## src/rtl/ahbmtx_l1_in_stg.sv

```systemverilog
// AHB matrix input stage: registers an address phase the output stage cannot take
// yet, and tracks which port owns the current slave data phase.
module ahbmtx_l1_in_stg (
  input  logic        HCLK,
  input  logic        HRESETn,
  input  logic        HSELS,
  input  logic [31:0] HADDRS,
  input  logic [31:0] HAUSERS,
  input  logic [1:0]  HTRANSS,
  input  logic        HWRITES,
  input  logic [2:0]  HSIZES,
  input  logic [2:0]  HBURSTS,
  input  logic [3:0]  HPROTS,
  input  logic [3:0]  HMASTERS,
  input  logic        HMASTLOCKS,
  input  logic        HREADYS,
  output logic        HREADYOUTS,
  output logic [1:0]  HRESPS,
  output logic        sel_ip,
  output logic [31:0] addr_ip,
  output logic [31:0] auser_ip,
  output logic [1:0]  trans_ip,
  output logic        write_ip,
  output logic [2:0]  size_ip,
  output logic [2:0]  burst_ip,
  output logic [3:0]  prot_ip,
  output logic [3:0]  master_ip,
  output logic        mastlock_ip,
  output logic        held_tran_ip,
  input  logic        active_ip,
  input  logic        readyout_ip,
  input  logic [1:0]  resp_ip
);

  logic        addr_valid;
  logic        accept;
  logic        capture;
  logic        issue;
  logic        hold_reg;
  logic        data_phase;

  logic        h_sel;
  logic [31:0] h_addr;
  logic [31:0] h_auser;
  logic [1:0]  h_trans;
  logic        h_write;
  logic [2:0]  h_size;
  logic [2:0]  h_burst;
  logic [3:0]  h_prot;
  logic [3:0]  h_master;
  logic        h_mastlock;

  assign addr_valid = HSELS & HTRANSS[1] & HREADYS;
  assign accept     = active_ip & readyout_ip;
  assign capture    = ~hold_reg & addr_valid & ~accept;
  // A transfer enters the data phase either from the holding regs or straight through.
  assign issue      = accept & (hold_reg | addr_valid);

  always_ff @(posedge HCLK or negedge HRESETn) begin
    if (!HRESETn) begin
      hold_reg   <= 1'b0;
      data_phase <= 1'b0;
    end else begin
      if (capture)
        hold_reg <= 1'b1;
      else if (hold_reg && accept)
        hold_reg <= 1'b0;

      if (issue)
        data_phase <= 1'b1;
      else if (readyout_ip)
        data_phase <= 1'b0;
    end
  end

  always_ff @(posedge HCLK or negedge HRESETn) begin
    if (!HRESETn) begin
      h_sel      <= 1'b0;
      h_addr     <= 32'h0;
      h_auser    <= 32'h0;
      h_trans    <= 2'b00;
      h_write    <= 1'b0;
      h_size     <= 3'b000;
      h_burst    <= 3'b000;
      h_prot     <= 4'h0;
      h_master   <= 4'h0;
      h_mastlock <= 1'b0;
    end else if (capture) begin
      h_sel      <= HSELS;
      h_addr     <= HADDRS;
      h_auser    <= HAUSERS;
      h_trans    <= HTRANSS;
      h_write    <= HWRITES;
      h_size     <= HSIZES;
      h_burst    <= HBURSTS;
      h_prot     <= HPROTS;
      h_master   <= HMASTERS;
      h_mastlock <= HMASTLOCKS;
    end
  end

  always_comb begin
    sel_ip      = HSELS;
    addr_ip     = HADDRS;
    auser_ip    = HAUSERS;
    trans_ip    = HREADYS ? HTRANSS : 2'b00;
    write_ip    = HWRITES;
    size_ip     = HSIZES;
    burst_ip    = HBURSTS;
    prot_ip     = HPROTS;
    master_ip   = HMASTERS;
    mastlock_ip = HMASTLOCKS;
    if (hold_reg) begin
      sel_ip      = h_sel;
      addr_ip     = h_addr;
      auser_ip    = h_auser;
      // Another port may have been granted in between, so a held SEQ restarts as NONSEQ.
      trans_ip    = (h_trans == 2'b11) ? 2'b10 : h_trans;
      write_ip    = h_write;
      size_ip     = h_size;
      burst_ip    = h_burst;
      prot_ip     = h_prot;
      master_ip   = h_master;
      mastlock_ip = h_mastlock;
    end
  end

  assign held_tran_ip = hold_reg | addr_valid;
  assign HREADYOUTS   = data_phase ? readyout_ip : ~hold_reg;
  assign HRESPS       = data_phase ? resp_ip : 2'b00;

endmodule

```

## config.mk

```make
export PLATFORM = sky130hd
export DESIGN_NAME = ahbmtx_l1_in_stg
export DESIGN_NICKNAME = d
export VERILOG_FILES = /design/src/rtl/ahbmtx_l1_in_stg.sv
export SDC_FILE = /design/constraint.sdc
export NUM_CORES = 1
export LEC_CHECK = 0
export CAP_MARGIN = 15
export CORE_MARGIN = 2
export CORE_UTILIZATION = 47
export DETAILED_ROUTE_END_ITERATION = 12
export PLACE_DENSITY = 0.9
export SETUP_SLACK_MARGIN = 0.3
export SYNTH_ARGS = -nofsm -noshare
export SYNTH_HDL_FRONTEND = slang
export SYNTH_SLANG_ARGS = --single-unit
```

## constraint.sdc

```tcl
create_clock -name HCLK -period 4.3 [get_ports HCLK]
set_input_delay 1.075 -clock HCLK [delete_from_list [all_inputs] [get_ports HCLK]]
set_output_delay 1.075 -clock HCLK [all_outputs]
set_load 0.01 [all_outputs]
```

# --- Word-level counts from Yosys, hierarchy flattened ---
# Cells that the tools add are included.
word_totals:
  regBits: 85
  wordCells: 43
classes:
  n_eq_ne: 1
  n_mux: 18
  n_bitwise: 9
  n_reduce_logical: 3
ops:
  columns: ["cell", "count"]
  rows:
  - ["$mux W32", 2]
  - ["$mux W1", 8]
  - ["$mux W2", 4]
  - ["$mux W4", 2]
  - ["$and A1 B1 Y1", 6]
  - ["$mux W3", 2]
  - ["$reduce_bool A2 Y1", 2]
  - ["$eq A2 B2 Y1 const B", 1]
  - ["$not A1 Y1", 2]
  - ["$logic_and A1 B1 Y1", 1]
  - ["$or A1 B1 Y1", 1]

# --- Logic depth before layout (Yosys ltp) ---
depth:
  depth_word: 5
  mapped_depth: 6

# --- Worst setup path before layout ---
# No wires, ideal clock.
synth_timing:
  kind: "input to output"
  startpoint: "input HSELS"
  endpoint: "output held_tran_ip"
  arrival_time_ns: 1.396
  required_time_ns: 3.225
  setup_slack_ns: 1.829
  stages: 2
  path_cell_list: "a31oi_1 -> inv_1"
synth_between:
  elab_chain_cells: 3
synth_rtl:
  columns: ["element", "line", "rtl"]
  rows:
  - ["start: declaration", "6", "input logic HSELS,"]
  - ["$and A1 B1 Y1 (2 in a row)", "53", "assign addr_valid = HSELS & HTRANSS[1] & HREADYS;"]
  - ["$or A1 B1 Y1", "128", "assign held_tran_ip = hold_reg | addr_valid;"]
  - ["end: declaration", "29", "output logic held_tran_ip,"]
# No other way between the ends.

# --- Worst setup path after layout ---
layout_timing:
  startpoint: "input HREADYS"
  endpoint: "output trans_ip[1]"
layout_between:
  elab_chain_cells: 2
layout_rtl:
  columns: ["element", "line", "rtl"]
  rows:
  - ["start: declaration", "16", "input logic HREADYS,"]
  - ["$mux W2", "106", "trans_ip = HREADYS ? HTRANSS : 2'b00;"]
  - ["$mux W2", "113", "if (hold_reg) begin"]
  - ["end: declaration", "22", "output logic [1:0] trans_ip,"]
# No other way between the ends.

==> flow_summary_export.csv <==
group,metric,value,unit
worst_hold_path,min_path_type,"flip-flop to flip-flop",
sta,slew_headroom,51.2,%
clock_tree,cts-root-buf,"clkbuf_8",
floorplan,num_rows,35,
route,firstDrtPassIters,4,
sta,tightest_slew,0.731,ns
route,drc,0,
clock_tree,cts_resized,0,
grt,grt-ovfl-total,0,
sta,finalSetupViolations,0,
logic_synthesis,synth_top_area_share,47.8,%
clock_tree,cts-buffers-inserted,9,
final_layout,multi_input_area,0.00218,sq mm
logic_synthesis,ys_warn_count,0,
final_layout,reg_top3,"h_addr x32, h_auser x32",
run,drv_cap,0,
grt,grt_pass1_wl,16.2,mm
route,drt_wl_total,10.2,mm
sta,timing.final.max_slew_violations,0,
clock_tree,clkTransAtPathRegs,0.09,ns
final_layout,utilization,70.0,%
placed_design,hpwlAfterDp,7.08,mm
clock_tree,cts_sinks,85,
final_layout,num-fill-cells,633,
final_layout,area_delta_synth_final,44.7,%
placed_design,place_area,0.00625,sq mm
final_layout,nets,548,
logic_synthesis,synth_nets,376,
final_layout,antenna_cells,0,
setup_path,path_max_fanout,4,
logic_synthesis,synthFlopType,"dfrtp_1",
placed_design,gp_congestion,0.816,
final_layout,final_area,0.00644,sq mm
sta,grt_setup_unrepaired,"no",
setup_path,worst_setup_path_end_kind,"primary output",
route,drt_iter0_drc,99,
logic_synthesis,synth_seq_cells,85,
setup_path,crit_type,"input port to primary output",
final_layout,area.sequential,0.00213,sq mm
placed_design,dp_worst_setup_slack,0.781,ns
floorplan,pin_count,177,
sta,skew,0.00650,ns
clock_tree,holdBufCountCts,0,
logic_synthesis,synth_cell_types,16,
power,power_density,374,mW/mm^2
logic_synthesis,ys_seq_area_share,47.8,%
placed_design,port_buffers,176,
final_layout,layout-drive-gt1-share,39.6,%
grt,grtUsageTotal,20.2,%
sta,hold_viol,0,
logic_synthesis,yosysTopAreaCell,"dfrtp_1",
setup_path,start_kind,"input port",
route,detail_route.wl_per_cell,17.8,microns
setup_path,critPathRequiredTime,3.22,ns
sta,layout_setup_ws,0.775,ns
sta,fin_crit,3.52,ns
route,num_vias,2964,
clock_tree,cts_tree,"built",
clock_tree,clk_latency,0.35,ns
grt,grt_max_degree,86,
route,post_drt_via_cell_ratio,5.17,
power,power.leakage,2.84,nW
floorplan,core,0.00920,sq mm
logic_synthesis,ys_top_cells_by_count,"mux2_2 (94), dfrtp_1 (85), mux2_4 (68)",
grt,grt_pass1_vias,3240,
logic_synthesis,synthTopCellsByArea,"dfrtp_1 (48%), mux2_2 (24%), mux2_4 (23%)",
floorplan,die_width,101,microns
sta,max_freq,0.284,GHz
logic_synthesis,synth_area,0.00445,sq mm
logic_synthesis,synth_most_common_cell,"mux2_2",
logic_synthesis,async_flop_share,100,%
status,status,"finished, final reports clean",
floorplan,die-height,101,microns
logic_synthesis,syn-instance-count,286,
power,power,2.41,mW
setup_path,cp.arrival,2.45,ns
floorplan,dieArea,0.0103,sq mm
sta,min_period_over_period,82.0,%
power,vdd_drop_max,0.229,mV
clock_tree,h-tree-depth,3,
logic_synthesis,synth_edf_count,0,
floorplan,initial_core_util,48.4,%
sta,fin_setup_tns,0,ns
clock_tree,cts_setup_buffers,0,
logic_synthesis,avgSynthCellArea,15.6,sq um
clock_tree,clk_path_buf_depth,2,
route,route.antenna.remaining_nets,0,
grt,grt_antenna_before_repair,0,
[where the power goes]
group / internal (mW) / switching [mW] / total (mW)
clock: 0.221 / 0.278 / 0.498
combinational: 0.583 / 0.263 / 0.846
sequential: 0.965 / 0.103 / 1.07
[cell type report]
| class | count | share of cell area, % |
|---|---|---|
| Timing Repair Buffer | 180 | 28.3 |
| Multi-Input combinational cell | 180 | 33.8 |
| Inverter | 2 | 0.117 |
| Clock inverter | 4 | 0.389 |
| Sequential cell | 85 | 33.1 |
| Clock buffer | 11 | 2.20 |
| Tap cell | 111 | 2.16 |
[layer usage]
| layer | global-route usage, % | up-vias | share of wire [%] |
|---|---|---|---|
| met3 | 5.94 | 15 | 7.0 |
| li1 | - | 1372 | - |
| met2 | 34.1 | 111 | 51 |
| met5 | 0 | - | 0 |
| met4 | 7.38 | 0 | 1.7 |
| met1 | 24.7 | 1466 | 41 |
[path summary, 6_finish.rpt]
path / from / to / slack [ns] / cells past startpoint
worst min register to register: h_sel$_DFFE_PN0P_ / h_sel$_DFFE_PN0P_ / 0.49 / 1
worst min-delay path: h_sel$_DFFE_PN0P_ / h_sel$_DFFE_PN0P_ / 0.49 / 1
max in group asynchronous: HRESETn / hold_reg$_DFFE_PN0P_ / 3.03 / 2
worst max-delay path: HREADYS / trans_ip[1] / 0.78 / 4
min in group asynchronous: HRESETn / h_prot[2]$_DFFE_PN0P_ / 0.65 / 1
worst max register to register: hold_reg$_DFFE_PN0P_ / h_addr[4]$_DFFE_PN0P_ / 1.87 / 5
[kinds of logic after synthesis]
kind of cell,share of synthesized area (%)
AND/OR/NAND/NOR,1.21
buffers and inverters,3.34
multiplexers,46.7
flip-flops,47.8
AO/OA/AOI/OAI,0.956
[critical path, cell delays in order]
cell	delay (ns)
clkdlybuf4s50_1	0.58
nand2_1	0.08
o21ai_0	0.16
clkdlybuf4s50_1	0.56
[metrics by stage]
stage                     instances  hold slack, ns
after global routing            573           0.487
after floorplan                 286           0.428
after global placement          557           0.457
after CTS                       572           0.486
final                           573           0.488
after detailed placement        557           0.466
[cell usage in the layout (no fill, tap or decap), drive strengths merged]
cell type | synthesis | routed
a21oi | 2 | 2
a31oi | 1 | 1
and2 | 2 | 2
buf | 19 | 5
clkbuf | 0 | 11
clkdlybuf4s50 | 0 | 175
clkinv | 0 | 2
clkinvlp | 0 | 2
dfrtp | 85 | 85
inv | 2 | 2
mux2 | 162 | 162
nand2 | 6 | 6
nand2b | 2 | 2
nand4 | 1 | 1
o21ai | 2 | 2
o22ai | 2 | 2
Power figures use the tool's default switching activity.
